### config.mk
export PLATFORM = sky130hd
export DESIGN_NAME = input_stream_sequencer_flat
export DESIGN_NICKNAME = d
export VERILOG_FILES = /design/src/rtl/input_stream_sequencer_if.sv /design/src/rtl/input_stream_sequencer.sv /design/src/flat_wrapper.sv
export SDC_FILE = /design/constraint.sdc
export NUM_CORES = 1
export LEC_CHECK = 0
export ABC_AREA = 1
export BUFFER_PORTS_ARGS = -buffer_cell sky130_fd_sc_hd__buf_4
export CORE_ASPECT_RATIO = 0.8
export CORE_MARGIN = 10
export CORE_UTILIZATION = 43
export CTS_CLUSTER_SIZE = 10
export DETAILED_ROUTE_END_ITERATION = 8
export PLACE_DENSITY_LB_ADDON = 0.15
export SLEW_MARGIN = 20
export SYNTH_ARGS = -nofsm -noshare
export SYNTH_HDL_FRONTEND = slang
export SYNTH_SLANG_ARGS = --single-unit
### constraint.sdc
create_clock -name clk -period 1.5 [get_ports clk]
set_input_delay 0.075 -clock clk [delete_from_list [all_inputs] [get_ports clk]]
set_output_delay 0.075 -clock clk [all_outputs]
set_load 0.05 [all_outputs]
### src/rtl/input_stream_sequencer_if.sv
// Stream bus between the test-vector memory, the input sequencer and the first layer.
// INPUT_STREAM_CHECKSUM_EN adds the 16-bit running checksum signal.
interface input_stream_sequencer_if #(
    parameter int IDX_W = 6
);
    logic             start;
    logic [31:0]      test_num;
    logic             abort;
    logic [31:0]      test_sel;
    logic [31:0]      input_sel;
    logic [7:0]       mem_data;
    logic [7:0]       out_data;
    logic [IDX_W-1:0] out_idx;
    logic             out_valid;
    logic             out_ready;
    logic             out_last;
    logic             busy;
    logic             done;
    logic             err;
`ifdef INPUT_STREAM_CHECKSUM_EN
    logic [15:0]      checksum;

    modport master (
        input  start, test_num, abort, mem_data, out_ready,
        output test_sel, input_sel, out_data, out_idx, out_valid, out_last,
               busy, done, err, checksum
    );
    modport slave (
        output start, test_num, abort, mem_data, out_ready,
        input  test_sel, input_sel, out_data, out_idx, out_valid, out_last,
               busy, done, err, checksum
    );
`else
    modport master (
        input  start, test_num, abort, mem_data, out_ready,
        output test_sel, input_sel, out_data, out_idx, out_valid, out_last,
               busy, done, err
    );
    modport slave (
        output start, test_num, abort, mem_data, out_ready,
        input  test_sel, input_sel, out_data, out_idx, out_valid, out_last,
               busy, done, err
    );
`endif
endinterface

### src/rtl/input_stream_sequencer.sv
// Reads one test vector from the input memory and streams it byte-by-byte to the first layer.
// Optional INPUT_STREAM_CHECKSUM_EN: 16-bit sum of all transferred bytes.
module input_stream_sequencer #(
    parameter int N_INPUTS = 62,
    parameter int N_TESTS  = 750,
    parameter int IDX_W    = 6
) (
    input  logic                      clk,
    input  logic                      rst_n,
    input_stream_sequencer_if.master  sif
);
    localparam logic [1:0] IDLE   = 2'd0;
    localparam logic [1:0] STREAM = 2'd1;
    localparam logic [1:0] DRAIN  = 2'd2;

    localparam logic [IDX_W-1:0] NUM_IDX  = IDX_W'(N_INPUTS);
    localparam logic [IDX_W-1:0] LAST_IDX = IDX_W'(N_INPUTS - 1);

    logic [1:0]       state_q, state_d;
    logic [31:0]      test_sel_q, test_sel_d;
    logic [IDX_W-1:0] input_sel_q, input_sel_d;
    logic [IDX_W-1:0] rd_idx_q, rd_idx_d;
    logic [7:0]       out_data_q, out_data_d;
    logic [IDX_W-1:0] out_idx_q, out_idx_d;
    logic             out_valid_q, out_valid_d;
    logic             out_last_q, out_last_d;
    logic             done_q, done_d;
    logic             err_q, err_d;
`ifdef INPUT_STREAM_CHECKSUM_EN
    logic [15:0]      checksum_q, checksum_d;
`endif

    logic xfer;
    logic load;
    logic num_ok;

    assign xfer   = out_valid_q && sif.out_ready;
    assign load   = (state_q == STREAM) && (!out_valid_q || sif.out_ready) && (rd_idx_q < NUM_IDX);
    assign num_ok = (sif.test_num != 32'd0) && (sif.test_num <= 32'(N_TESTS));

    always_comb begin
        state_d     = state_q;
        test_sel_d  = test_sel_q;
        input_sel_d = input_sel_q;
        rd_idx_d    = rd_idx_q;
        out_data_d  = out_data_q;
        out_idx_d   = out_idx_q;
        out_valid_d = out_valid_q;
        out_last_d  = out_last_q;
        done_d      = 1'b0;
        err_d       = 1'b0;
`ifdef INPUT_STREAM_CHECKSUM_EN
        checksum_d  = checksum_q;
`endif
        case (state_q)
            IDLE: begin
                if (sif.start) begin
                    if (num_ok) begin
                        test_sel_d  = sif.test_num;
                        rd_idx_d    = '0;
                        input_sel_d = '0;
                        state_d     = STREAM;
`ifdef INPUT_STREAM_CHECKSUM_EN
                        checksum_d  = 16'd0;
`endif
                    end else begin
                        err_d = 1'b1;
                    end
                end
            end
            STREAM, DRAIN: begin
                // abort takes priority over any transfer happening in the same cycle
                if (sif.abort) begin
                    out_valid_d = 1'b0;
                    out_last_d  = 1'b0;
                    rd_idx_d    = '0;
                    input_sel_d = '0;
                    state_d     = IDLE;
                end else begin
`ifdef INPUT_STREAM_CHECKSUM_EN
                    if (xfer) checksum_d = checksum_q + {8'd0, out_data_q};
`endif
                    if (load) begin
                        out_data_d  = sif.mem_data;
                        out_idx_d   = rd_idx_q;
                        out_last_d  = (rd_idx_q == LAST_IDX);
                        out_valid_d = 1'b1;
                        rd_idx_d    = rd_idx_q + 1'b1;
                        // input_sel parks on the last real index once the vector is read out
                        if (rd_idx_q == LAST_IDX) state_d = DRAIN;
                        else                      input_sel_d = rd_idx_q + 1'b1;
                    end else if (xfer) begin
                        out_valid_d = 1'b0;
                    end
                    if ((state_q == DRAIN) && xfer && out_last_q) begin
                        out_valid_d = 1'b0;
                        out_last_d  = 1'b0;
                        done_d      = 1'b1;
                        state_d     = IDLE;
                    end
                end
            end
            default: state_d = IDLE;
        endcase
    end

    always_ff @(posedge clk or negedge rst_n) begin
        if (!rst_n) begin
            state_q     <= IDLE;
            test_sel_q  <= '0;
            input_sel_q <= '0;
            rd_idx_q    <= '0;
            out_data_q  <= '0;
            out_idx_q   <= '0;
            out_valid_q <= 1'b0;
            out_last_q  <= 1'b0;
            done_q      <= 1'b0;
            err_q       <= 1'b0;
`ifdef INPUT_STREAM_CHECKSUM_EN
            checksum_q  <= '0;
`endif
        end else begin
            state_q     <= state_d;
            test_sel_q  <= test_sel_d;
            input_sel_q <= input_sel_d;
            rd_idx_q    <= rd_idx_d;
            out_data_q  <= out_data_d;
            out_idx_q   <= out_idx_d;
            out_valid_q <= out_valid_d;
            out_last_q  <= out_last_d;
            done_q      <= done_d;
            err_q       <= err_d;
`ifdef INPUT_STREAM_CHECKSUM_EN
            checksum_q  <= checksum_d;
`endif
        end
    end

    assign sif.test_sel  = test_sel_q;
    assign sif.input_sel = {{(32-IDX_W){1'b0}}, input_sel_q};
    assign sif.out_data  = out_data_q;
    assign sif.out_idx   = out_idx_q;
    assign sif.out_valid = out_valid_q;
    assign sif.out_last  = out_last_q;
    assign sif.busy      = (state_q != IDLE);
    assign sif.done      = done_q;
    assign sif.err       = err_q;
`ifdef INPUT_STREAM_CHECKSUM_EN
    assign sif.checksum  = checksum_q;
`endif
endmodule

### src/flat_wrapper.sv
// flat-port wrapper written by rule: the top's interface ports become plain ports
module input_stream_sequencer_flat 
#(
    parameter int N_INPUTS = 62,
    parameter int N_TESTS  = 750,
    parameter int IDX_W    = 6
)
  (clk, rst_n, sif_start, sif_test_num, sif_abort, sif_mem_data, sif_out_ready, sif_test_sel, sif_input_sel, sif_out_data, sif_out_idx, sif_out_valid, sif_out_last, sif_busy, sif_done, sif_err);
  input_stream_sequencer_if #(.IDX_W(IDX_W)) sif_i ();
  input  logic clk;
  input  logic rst_n;
  input wire logic [$bits(sif_i.start)-1:0] sif_start;
  input wire logic [$bits(sif_i.test_num)-1:0] sif_test_num;
  input wire logic [$bits(sif_i.abort)-1:0] sif_abort;
  input wire logic [$bits(sif_i.mem_data)-1:0] sif_mem_data;
  input wire logic [$bits(sif_i.out_ready)-1:0] sif_out_ready;
  output wire logic [$bits(sif_i.test_sel)-1:0] sif_test_sel;
  output wire logic [$bits(sif_i.input_sel)-1:0] sif_input_sel;
  output wire logic [$bits(sif_i.out_data)-1:0] sif_out_data;
  output wire logic [$bits(sif_i.out_idx)-1:0] sif_out_idx;
  output wire logic [$bits(sif_i.out_valid)-1:0] sif_out_valid;
  output wire logic [$bits(sif_i.out_last)-1:0] sif_out_last;
  output wire logic [$bits(sif_i.busy)-1:0] sif_busy;
  output wire logic [$bits(sif_i.done)-1:0] sif_done;
  output wire logic [$bits(sif_i.err)-1:0] sif_err;
  assign sif_i.start = sif_start;
  assign sif_i.test_num = sif_test_num;
  assign sif_i.abort = sif_abort;
  assign sif_i.mem_data = sif_mem_data;
  assign sif_i.out_ready = sif_out_ready;
  assign sif_test_sel = sif_i.test_sel;
  assign sif_input_sel = sif_i.input_sel;
  assign sif_out_data = sif_i.out_data;
  assign sif_out_idx = sif_i.out_idx;
  assign sif_out_valid = sif_i.out_valid;
  assign sif_out_last = sif_i.out_last;
  assign sif_busy = sif_i.busy;
  assign sif_done = sif_i.done;
  assign sif_err = sif_i.err;
  input_stream_sequencer #(.N_INPUTS(N_INPUTS), .N_TESTS(N_TESTS), .IDX_W(IDX_W)) u_core (.clk(clk), .rst_n(rst_n), .sif(sif_i));
endmodule
-- Yosys cells after proc, flatten, opt, wreduce, memory -nomap -nowiden
Index checks and enable logic that the tools add are counted.
- equality and inequality tests: 9
- bitwise operators: 1
- $add $sub $neg: 1
- reductions and logical operators: 22
- order comparisons: 2
- mux-type cells: 29
- operators with widths (cell ; number):
    $mux W6 ; 7
    $le A32 B10 Y1 const B ; 1
    $reduce_bool A32 Y1 ; 1
    $pmux W6 S2 ; 2
    $mux W1 ; 13
    $mux W2 ; 6
    $ne A4 B2 Y1 const B ; 2
    $reduce_and A4 Y1 ; 2
    $add A6 B1 Y6 const B ; 1
    $eq A6 B6 Y1 const B ; 1
    $logic_and A1 B1 Y1 ; 6
    $lt A6 B6 Y1 const B ; 1
    $reduce_and A3 Y1 ; 2
    $reduce_and A5 Y1 ; 1
    $pmux W2 S2 ; 1
    $reduce_and A2 Y1 ; 2
    $reduce_bool A2 Y1 ; 2
    $reduce_bool A4 Y1 ; 1
    $ne A3 B2 Y1 const B ; 1
    $ne A3 B3 Y1 const B ; 1
    $reduce_bool A3 Y1 ; 1
    $eq A2 B1 Y1 const B ; 1
    $eq A2 B2 Y1 const B ; 1
    $logic_not A2 Y1 ; 1
    other kinds (6) ; 6
- output and inout port bits: 83
- register bits after elaboration: 64
- word-level logic and storage cells: 74

-- Depth between registers and ports, before layout
Gate-level depths: netlist of run 1.
- word-level depth: 8
- mapped depth: 12
- depth with buffers taken out: 12

-- Worst setup path after synthesis of run 1
Ideal clock, no wire load.
- path type: register to register
- start point: reg u_core.state_q[0]
- end point: reg u_core.out_last_q, in the netlist u_core.sif.out_last
- cell stages (with the launch flop): 10
- setup time: 95 ps
- data arrival time: 1555 ps
- path slack: -151 ps
- clock period less this slack: 1651 ps
- data required time: 1405 ps
- buffers on the path: 1
- cell sequence: dfrtp_1 > inv_1 > ha_1 > inv_1 > nor2_2 > inv_1 > nor2_1 > inv_1 > buf_2 > o31ai_1
- cells in the longest elaborated chain, start to end: 5
- elaborated cells between the ends (all ways): 11
- RTL lines (element ; line ; text):
    from (decl) ; input_stream_sequencer.sv:19 ; logic [1:0] state_q, state_d;
    from (signal assigned) ; input_stream_sequencer.sv:123 ; state_q <= state_d;
    $eq A2 B2 Y1 / $eq A2 B1 Y1 (equally long branches) ; input_stream_sequencer.sv:55, input_stream_sequencer.sv:95, input_stream_sequencer.sv:38 ;
    $logic_and A1 B1 Y1, on equally long branches (2 in a row) ; input_stream_sequencer.sv:95, input_stream_sequencer.sv:38 ;
    $reduce_bool A3 Y1 (no source line) / $mux W1 (equally long branches) ; n/a ;
    $reduce_and A2 Y1 (no source line) / $mux W1 (equally long branches) ; n/a ;
    to (signal assigned) ; input_stream_sequencer.sv:130 ; out_last_q <= out_last_d;
    to (decl) ; input_stream_sequencer.sv:26 ; logic out_last_q, out_last_d;
Parallel ways exist; a longest one is shown, timed or not.
A chain may end at the register's enable or synchronous reset.

-- Worst setup path after layout of run 1
- start point: reg u_core.state_q[1]
- end point: reg u_core.input_sel_q[2]
- cells in the longest elaborated chain, start to end: 5
- elaborated cells between the ends (all ways): 13
- RTL lines (element ; line ; text):
    $eq A2 B1 Y1 ; input_stream_sequencer.sv:38, input_stream_sequencer.sv:55 ;
    $logic_and A1 B1 Y1 (2 in a row) ; input_stream_sequencer.sv:38 ; assign load = (state_q == STREAM) && (!out_valid_q || sif.out_ready) && (rd_idx_q < NUM_IDX);
    $ne A3 B2 Y1 (no source line) ; n/a ;
    $reduce_and A5 Y1 (no source line) ; n/a ;
    to (signal assigned) ; input_stream_sequencer.sv:125 ; input_sel_q <= input_sel_d;
    to (decl) ; input_stream_sequencer.sv:21 ; logic [IDX_W-1:0] input_sel_q, input_sel_d;
Parallel ways exist; a longest one is shown, timed or not.

==> summary.txt, run 1 <==
Outcome
  • Status: finished with violations
  • Failing checks: setup timing

Pwr
  • Cell Pwr Density: 1347 mW/mm^2
  • Switching share of power: 0.4060
  • Gate power share: 0.428
  • NetSw: roughly 0.0025 W
  • VDD IR max: 0.9475 mV
  • Clock share of power: 0.241
  • Reg power frac: 0.331
  • P_leak: 2.652 nW
  • Internal power: 0.003673 W
  • Total power draw: just over 0.006 W

Detailed routing
  • Routed WL per cell: roughly 14 um
  • Drc violations: 0
  • DRT Pass-1 Iters: 4
  • Via density: 4.489
  • Drt initial violations: around 160
  • Vias: 2725
  • Drt total wl: 8.478 mm
  • Final ANT Viol Nets: 0

Worst setup path
  • R2r endpoint: u_core.input_sel_q[2]
  • CP Launch Point: u_core.state_q[1]
  • Worst flop-to-flop path startpoint: u_core.state_q[1]
  • Worst EP required: between 1.5 and 2 ns
  • CP Capture Point: u_core.input_sel_q[2]
  • Setup CP Type: register to register
  • Crit-path max cell delay: 0.39 ns
  • R2R Setup Slk: -0.07 ns
  • Slowest cell on the critical path: dfrtp_1
  • Crit path buffers/inverters: 3
  • Crit path launch type: register
  • CP Data Arrival Time: ~1.8 ns
  • R2R depth: 9
  • Crit-path leading delay family: flip-flops
  • CP endpoint kind: register
  • Cell depth of the worst setup path: 9
  • Max FO, Critical Path: 6
  • Critical Path, Cell by Cell: inv_2 -> ha_4 -> inv_4 -> nor2_4 -> buf_6 -> a21oi_4 -> nand3_4 -> nand2_2 -> nand2_1

Placed design
  • Routability congestion estimate: ~0.81
  • Buffers added on ports: 101
  • Post-DP HPWL: 6.030 mm

Synthesis
  • Synth cell types: 25
  • Synthesized instance count: 371
  • Mean Syn Cell Area: 8.391 um^2
  • Yosys reg bits: 64
  • Share of Yosys cell area claimed by the top area cell type: 0.5145
  • Synth Warn #: 0
  • Sequential fraction of the synthesis area: 0.5145
  • Synth area leaders: dfrtp_1, nand2_1, buf_4
  • Synth area leader: dfrtp_1
  • Post-Synthesis Cell Area: 0.003113 mm^2

GRT
  • Initial antenna violation count: 0
  • Grt met3 use: 0.06592
  • GRT Total Usage: 0.1480
  • Aggregate global routing overflow: 0
  • Met2 usage: 0.2252
  • Largest net degree at the start of global routing: 41
  • Global-route wire length before repair: 13.19 mm
  • Vias in the first global route: around 2.7k
  • GR Layer Usage met1: 0.1863
  • Gr busiest metal: met2

CTS
  • TritonCTS clock tree: built
  • Worst-skew pair later-pin latency: 0.34 ns
  • Clk slew on worst S/H paths: 0.08 ns
  • CTS H-tree lvls: 3
  • Root Driver: clkbuf_8
  • Sink Count: 64
  • Clk buf depth: 2
  • Cts bufs inserted: 9

Floorplan
  • IO Count: 128
  • Area of the die: 0.01106 mm^2
  • Core Footprint: 0.006959 mm^2
  • Die height: roughly 96 um
  • Row count: 27
  • Die width: ~120 um
  • Initial core utilization: 0.4473

Flow run
  • Max-cap violations: 0

STA
  • Setup ws final: -0.07477 ns
  • Max_slew headroom: 0.6657
  • Worst-margin pin slew: 0.5015 ns
  • Final setup TNS: -1.086 ns
  • RSZ-0062 raised after global routing: yes
  • Final setup vio count: 29
  • Worst Skew: 0.009558 ns
  • Fmax: 635.0 MHz
  • Final hold slack: 0.02072 ns
  • Fin crit share: 1.050
  • Minimum clock period: 1.575 ns
  • Final hold violations: 0
  • Max-slew violation count: 0

Finish
  • Fillers: slightly below 600
  • Commonest non-fill, non-tap cell in the layout: buf_4
  • Most frequent cells in the layout: buf_4, nand2_1, dfrtp_1
  • P&R area growth vs syn: 47.51%
  • Layout cell share with drive strength beyond 1: 0.3615
  • Fin nets: 567
  • Ant diodes: 0

Worst hold path
  • HP Class: primary input to register
[layer usage]
| metal | share of wire | vias to the layer above |
|---|---|---|
| met5 | 0 | - |
| met1 | 0.46 | 1260 |
| met4 | 0.0071 | 0 |
| li1 | - | 1367 |
| met3 | 0.082 | 4 |
| met2 | 0.45 | 94 |
[how the worst min path moves through the flow]
| stage | from | endpoint | slack, ns | cells past startpoint |
|---|---|---|---|---|
| floorplan | rst_n | u_core.input_sel_q[0] | -0.22 | 0 |
| global placement | rst_n | u_core.sif.test_sel[9] | 0.08 | 1 |
| detailed placement | rst_n | u_core.sif.test_sel[0] | 0.08 | 1 |
| CTS | sif_test_num[0] | u_core.sif.test_sel[0] | 0.004 | 3 |
| global route | sif_test_num[4] | u_core.sif.test_sel[4] | 0.02 | 3 |
| finish | sif_test_num[0] | u_core.sif.test_sel[0] | 0.02 | 3 |
[tightest hold or removal path, cell delays in order]
cell,delay (ns)
buf_4,0.08
inv_1,0.05
o21ai_2,0.12
[synthesized netlist by cell type]
cell,instances
nor2_2,3
o211ai_1,1
nor2_1,30
nand2_1,122
a21boi_0,1
a21oi_1,2
nand4_1,9
o21ai_2,10
dfrtp_1,64
buf_6,4
conb_1,1
inv_1,51
nand3_1,12
ha_1,7
nand2_2,2
o21ai_1,1
nor2_4,1
and2_4,1
o31ai_1,1
nor3_1,2
buf_2,3
o21ai_0,12
nand3_4,1
inv_2,2
buf_4,28
[cell type report]
type	count	area [um^2]	area share
tap	87	108.9	0.02371
multi-input combinational	244	1244	0.2708
sequential	64	1603	0.3490
timing repair buffer	143	1235	0.2689
clock buffer	9	123.9	0.02698
inverter	53	201.4	0.04387
clock inverter	7	76.32	0.01662
[registers in the layout, indices dropped and copies added (netlist names)]
register / cells
u_core.sif.out_valid: 1
u_core.state_q: 2
u_core.sif.out_idx: 6
u_core.sif.out_data: 8
u_core.sif.done: 1
u_core.sif.out_last: 1
u_core.sif.test_sel: 32
u_core.sif.err: 1
u_core.rd_idx_q: 6
u_core.input_sel_q: 6
[repair_timing]
item                                    CTS  global route
gates cloned                              1             5
pin swaps                                10             8
gates resized for setup                  13            21
hold buffers                             14             0
endpoints found under the setup margin   30            60
endpoints found under the hold margin    51             0
buffers inserted                          6             2
[cell families after synthesis]
kind of cell	synth area share
DFF	0.5145
buffers and inverters	0.1507
AOI/OAI and AO/OA	0.05949
other	0.001205
adders and majority gates	0.02813
and+or+nand+nor	0.2460
[stage by stage]
step / worst slack [ns] / utilization / instance area [um^2] / cells
3_5_place_dp: -0.1380 / 0.5728 / 3986 / 566
2_1_floorplan: -0.001598 / - / 3243 / 396
5_1_grt: -0.1772 / 0.6598 / 4592 / 607
4_1_cts: -0.04290 / 0.6347 / 4417 / 603
6_report: -0.07477 / 0.6598 / 4592 / 607
3_3_place_gp: -0.06553 / 0.5728 / 3986 / 566
[power by group through the flow]
stage / combinational [W] / sequential (W) / clock [W]
finish: 0.00265 / 0.00205 / 0.00149
floorplan: 0.00106 / 0.00255 / 0
global placement: 0.00223 / 0.00206 / 0
global route: 0.00286 / 0.00207 / 0.00162
CTS: 0.00251 / 0.00203 / 0.00154
detailed placement: 0.00226 / 0.00207 / 0
(Power assumes the default switching activity.)
==> inputs of run 2 (changes only) <==
--- a/config.mk
+++ b/config.mk
@@ -13,6 +13,7 @@
 export CTS_CLUSTER_SIZE = 10
 export DETAILED_ROUTE_END_ITERATION = 8
 export PLACE_DENSITY_LB_ADDON = 0.15
+export RECOVER_POWER = 100
 export SLEW_MARGIN = 20
 export SYNTH_ARGS = -nofsm -noshare
 export SYNTH_HDL_FRONTEND = slang
==> summary.txt, run 2 (synthesis results as in run 1) <==
Pwr
  • Switching share of power: 0.4142
  • P_leak: 2.411 nW
  • Gate power share: 0.416
  • Reg power frac: 0.338
  • Cell Pwr Density: approximately 1400 mW/mm^2
  • VDD IR max: 0.9479 mV
  • NetSw: 0.002508 W
  • Total power draw: a little over 0.006 W
  • Internal power: 0.003547 W
  • Clock share of power: 0.246

Worst setup path
  • Crit-path leading delay family: buffers and inverters
  • Slowest cell on the critical path: dfrtp_1
  • R2R Setup Slk: -0.08 ns
  • Most common cell on crit path: buf_6
  • R2R depth: 9
  • Crit path buffers/inverters: 4
  • Worst flop-to-flop path startpoint: u_core.state_q[1]
  • CP Data Arrival Time: 1.87 ns
  • Setup CP Type: register to register
  • Max FO, Critical Path: 6
  • Crit-path max cell delay: approximately 0.39 ns
  • Crit path launch type: register
  • CP endpoint kind: register
  • R2r endpoint: u_core.input_sel_q[2]
  • Worst EP required: approximately 1.8 ns
  • Critical Path, Cell by Cell: inv_2 -> ha_4 -> inv_4 -> nor2_4 -> buf_6 -> a21oi_4 -> buf_6 -> nand4_1 -> nand2_1

CTS
  • Sink Count: 64
  • CTS H-tree lvls: 3
  • Clk buf depth: 2
  • Worst-skew pair later-pin latency: 0.34 ns
  • Root Driver: clkbuf_8
  • Cts bufs inserted: 9
  • TritonCTS clock tree: built
  • Clk slew on worst S/H paths: 0.08 ns

Placed design
  • Post-DP HPWL: ~6.0 mm
  • Dpl cells: 566
  • Buffers added on ports: 101
  • Routability congestion estimate: 0.8131

Floorplan
  • Initial core utilization: 0.4473
  • Row count: 27
  • Die width: ~120 um
  • Area of the die: 0.01106 mm^2
  • Core Footprint: 0.006959 mm^2
  • Die height: 96.10 um
  • IO Count: 128

GRT
  • Aggregate global routing overflow: 0
  • Vias in the first global route: ~2.7k
  • Largest net degree at the start of global routing: 41
  • GRT Total Usage: 0.1480
  • Global-route wire length before repair: between 10 and 15 mm
  • Initial antenna violation count: 0

STA
  • Max_slew headroom: 0.3771
  • Setup ws final: -0.08076 ns
  • Final hold violations: 0
  • Fmax: 632.6 MHz
  • Max-slew violation count: 0
  • Minimum clock period: 1.581 ns
  • Worst Skew: 0.01025 ns
  • Final setup vio count: 29
  • Fin crit share: 1.054
  • RSZ-0062 raised after global routing: yes
  • Worst-margin pin slew: 0.9344 ns

Detailed routing
  • Vias: approximately 2.7k
  • Drt total wl: 8.476 mm
  • Final ANT Viol Nets: 0
  • DRT Pass-1 Iters: 4
  • Drt initial violations: 143
  • Drc violations: 0
  • Via density: 4.461
  • Routed WL per cell: 13.96 um

Finish
  • Ant diodes: 0
  • Commonest non-fill, non-tap cell in the layout: nand2_1
  • Fin nets: 567
  • Layout cell share with drive strength beyond 1: 0.2596
  • Most frequent cells in the layout: nand2_1, dfrtp_1, buf_4
  • Fin cells: 607
  • Max FFs per register: 32
  • P&R area growth vs syn: 39.75%

Worst hold path
  • HP Start: sif_test_num[0]
  • Hold Path Sink: u_core.sif.test_sel[0]
  • HP Class: primary input to register
  • Hold Crit Depth: 3

Flow run
  • Max-cap violations: 0

Outcome
  • Failing checks: setup timing
  • Status: finished with violations
-- run 2: changes by cell type in the layout (fill, tap and decap cells not counted), sizes merged --
cell,before,now
buf,125,67
clkbuf,13,71
-- run 2: tightest hold or removal path, stage by stage --
cell     delay [ns]
buf_4          0.08
inv_1          0.05
o21ai_2        0.12
-- run 2: per-stage QoR --
| stage | hold slack (ns) | cell area, um^2 | util | setup WS [ns] | setup TNS (ns) |
|---|---|---|---|---|---|
| 5_1_grt | 0.02152 | 4350 | 0.6251 | -0.1772 | -5.661 |
| 3_3_place_gp | 0.07671 | 3986 | 0.5728 | -0.06553 | -0.5291 |
| 3_5_place_dp | 0.07965 | 3986 | 0.5728 | -0.1380 | -1.994 |
| 4_1_cts | 0.003567 | 4417 | 0.6347 | -0.04290 | -0.2728 |
| 2_1_floorplan | -0.2206 | 3243 | - | -0.001598 | -0.001598 |
| 6_report | 0.01942 | 4350 | 0.6251 | -0.08076 | -1.096 |
-- run 2: how the worst max path moves through the flow --
stage / start / end / slack [ns] / cells after the start
2_1_floorplan: u_core.state_q[0] / u_core.sif.out_last / -0.002 / 9
3_3_place_gp: u_core.state_q[0] / u_core.state_q[1] / -0.07 / 9
3_5_place_dp: u_core.state_q[0] / u_core.sif.out_last / -0.14 / 9
4_1_cts: u_core.state_q[1] / u_core.input_sel_q[2] / -0.04 / 8
5_1_grt: u_core.state_q[0] / u_core.input_sel_q[1] / -0.18 / 9
6_report: u_core.state_q[1] / u_core.input_sel_q[2] / -0.08 / 9
-- run 2: power by group through the flow --
stage / Combinational, W / Sequential [W] / Clock (W)
6_report: 0.00252 / 0.00205 / 0.00149
3_3_place_gp: 0.00223 / 0.00206 / 0
2_1_floorplan: 0.00106 / 0.00255 / 0
3_5_place_dp: 0.00226 / 0.00207 / 0
5_1_grt: 0.00273 / 0.00207 / 0.00162
4_1_cts: 0.00251 / 0.00203 / 0.00154
-- run 2: layer usage --
| metal | up-vias | part of all wire | global-route usage |
|---|---|---|---|
| li1 | 1367 | - | - |
| met3 | 4 | 0.082 | 0.06592 |
| met5 | - | 0 | 0 |
| met1 | 1237 | 0.46 | 0.1863 |
| met4 | 0 | 0.0074 | 0.04424 |
| met2 | 100 | 0.45 | 0.2252 |
-- run 2: what timing repair did --
item                       in CTS  in global routing
setup endpoints to repair      30                 60
hold endpoints to repair       51                  0
pin swaps                      10                  8
cloned                          1                  5
setup buffers                   6                  2
hold buffers                   14                  0
gates resized for setup        13                 21
-- run 2: cell type report --
cell class                 count  area (um^2)
multi-input combinational    244         1244
sequential                    64         1603
tap                           87        108.9
fill                         644         2609
clock inverter                 7        76.32
clock buffer                   9        123.9
inverter                      53        201.4
timing repair buffer         143        993.5
==> inputs of run 3 (changes only) <==
--- a/config.mk
+++ b/config.mk
@@ -9,7 +9,8 @@
 export BUFFER_PORTS_ARGS = -buffer_cell sky130_fd_sc_hd__buf_4
 export CORE_ASPECT_RATIO = 0.8
 export CORE_MARGIN = 10
-export CORE_UTILIZATION = 43
+export CORE_UTILIZATION = 54
+export CTS_BUF_LIST = sky130_fd_sc_hd__clkbuf_2
 export CTS_CLUSTER_SIZE = 10
 export DETAILED_ROUTE_END_ITERATION = 8
 export PLACE_DENSITY_LB_ADDON = 0.15
==> constraint.sdc (replaced) <==
create_clock -name clk -period 1.9 [get_ports clk]
set_input_delay 0.095 -clock clk [delete_from_list [all_inputs] [get_ports clk]]
set_output_delay 0.095 -clock clk [all_outputs]
set_load 0.05 [all_outputs]
==> summary.txt, run 3 (synthesis results as in run 1) <==
STA
  • Final hold violations: 0
  • Final setup vio count: 0
  • Fmax: 559.0 MHz
  • Final hold slack: approximately 0.2 ns
  • Worst-margin pin slew: between 1.5 and 2 ns
  • RSZ-0062 raised after global routing: yes
  • Minimum clock period: 1.789 ns
  • Max_slew headroom: -0.02047
  • Worst Skew: 0.02448 ns
  • Fin crit share: 0.9416
  • Max-slew violation count: 65

Pwr
  • Cell Pwr Density: around 1100 mW/mm^2
  • Total power draw: 0.004313 W
  • P_leak: roughly 2.3 nW
  • VDD IR max: 0.8651 mV

Worst hold path
  • Hold Crit Depth: 7
  • HP Start: sif_test_num[11]
  • Hold Path Sink: u_core.sif.err
  • HP Class: primary input to register

Outcome
  • Status: finished with violations
  • Failing checks: capacitance limit, slew limit

CTS
  • TritonCTS clock tree: built
  • Root Driver: clkbuf_2
  • Clk buf depth: 2
  • Cts bufs inserted: 9
  • Sink Count: 64
  • CTS H-tree lvls: 3
  • Worst-skew pair later-pin latency: 0.49 ns
  • Clk slew on worst S/H paths: approximately 0.17 ns

Finish
  • P&R area growth vs syn: 30.23%
  • Post-layout util: 0.7337
  • Multi-input logic area: 0.001162 mm^2
  • Fillers: 470
  • Commonest non-fill, non-tap cell in the layout: nand2_1
  • Design area: a little over 0.004 mm^2
  • Most frequent cells in the layout: nand2_1, dfrtp_1, clkbuf_1
  • Fin nets: 555
  • Layout cell share with drive strength beyond 1: 0.1831
  • Max FFs per register: 32
  • Fin cells: 586
  • Ant diodes: 0
  • Register area: 0.001602 mm^2

Detailed routing
  • Routed WL per cell: 13.56 um
  • Vias: 2692
  • DRT Pass-1 Iters: 4
  • Final ANT Viol Nets: 0
  • Drt total wl: 7.947 mm
  • Via density: 4.594
  • Drt initial violations: 177
  • Drc violations: 0

GRT
  • Initial antenna violation count: 0
  • Largest net degree at the start of global routing: 65
  • Aggregate global routing overflow: 0
  • Vias in the first global route: approximately 2.8k
  • Global-route wire length before repair: between 10 and 15 mm
  • GRT Total Usage: 0.1734

Worst setup path
  • Setup CP Type: register to register
  • Max FO, Critical Path: 7
  • R2R depth: 9
  • R2r endpoint: u_core.rd_idx_q[3]
  • CP endpoint kind: register
  • Worst flop-to-flop path startpoint: u_core.state_q[0]
  • CP Data Arrival Time: 2.18 ns
  • Worst EP required: roughly 2.3 ns
  • R2R Setup Slk: 0.11 ns
  • Crit path launch type: register

Floorplan
  • Die width: 104.9 um
  • Initial core utilization: 0.5634
  • Row count: 24
  • IO Count: between 100 and 150
  • Core Footprint: 0.005525 mm^2
  • Die height: 87.91 um
  • Area of the die: 0.009221 mm^2

Placed design
  • Dpl cells: 543
  • Routability congestion estimate: 0.8107
  • Buffers added on ports: 101
  • Post-DP Area: 0.003815 mm^2
  • Post-DP HPWL: about 5.7 mm

Flow run
  • Max-cap violations: 1
## run 3: routing by layer
layer | vias up | wire length, um | GRT usage
met4 | 0 | 110 | 0.07463
met3 | 9 | 638 | 0.07190
met5 | - | 0 | 0
met2 | 113 | 3541 | 0.2741
li1 | 1346 | - | -
met1 | 1224 | 3656 | 0.2063
## run 3: metrics by stage
step | TNS [ns] | worst slack (ns)
floorplan | 0 | 0.2493
global placement | 0 | 0.02779
detailed placement | -0.5901 | -0.08747
CTS | 0 | 0.009870
global route | -0.3702 | -0.05156
finish | 0 | 0.1110
## run 3: worst max-delay path by stage
stage | cells past startpoint | start | end
2_1_floorplan | 9 | u_core.state_q[0] | u_core.sif.out_last
3_3_place_gp | 8 | u_core.state_q[0] | u_core.sif.out_last
3_5_place_dp | 8 | u_core.state_q[0] | u_core.sif.out_last
4_1_cts | 8 | u_core.state_q[0] | u_core.sif.out_last
5_1_grt | 8 | u_core.state_q[1] | u_core.input_sel_q[0]
6_report | 9 | u_core.state_q[0] | u_core.rd_idx_q[3]
## run 3: what timing repair did
item / CTS / global route
hold endpoints to repair: 89 / 0
hold buffers: 22 / 0
gates cloned: 0 / 0
buffers inserted: 0 / 5
endpoints found under the setup margin: 16 / 30
pin swaps: 0 / 1
gates resized for setup: 1 / 8
## run 3: final cells by class
type	instances	share of cell area
Clock buffer	9	0.01111
Clock inverter	7	0.02963
Inverter	53	0.04969
Multi-Input combinational cell	244	0.2867
Sequential cell	64	0.3951
Tap cell	78	0.02407
Timing Repair Buffer	131	0.2037
## run 3: critical path, stage by stage (launching register included)
cell and delay [ns]:
dfrtp_1 0.43, inv_1 0.10, ha_1 0.31, inv_1 0.12
nor2_4 0.07, buf_4 0.14, a21oi_4 0.19, nand2_1 0.18
nand2_1 0.10, o21ai_1 0.06
## run 3: report_power, final
group          total (W)  leakage [nW]  internal (W)  switching, W
registers        0.00161         0.878       0.00151      0.000104
logic            0.00164          1.29      0.000436       0.00120
clock network    0.00107        0.0937      0.000570      0.000496
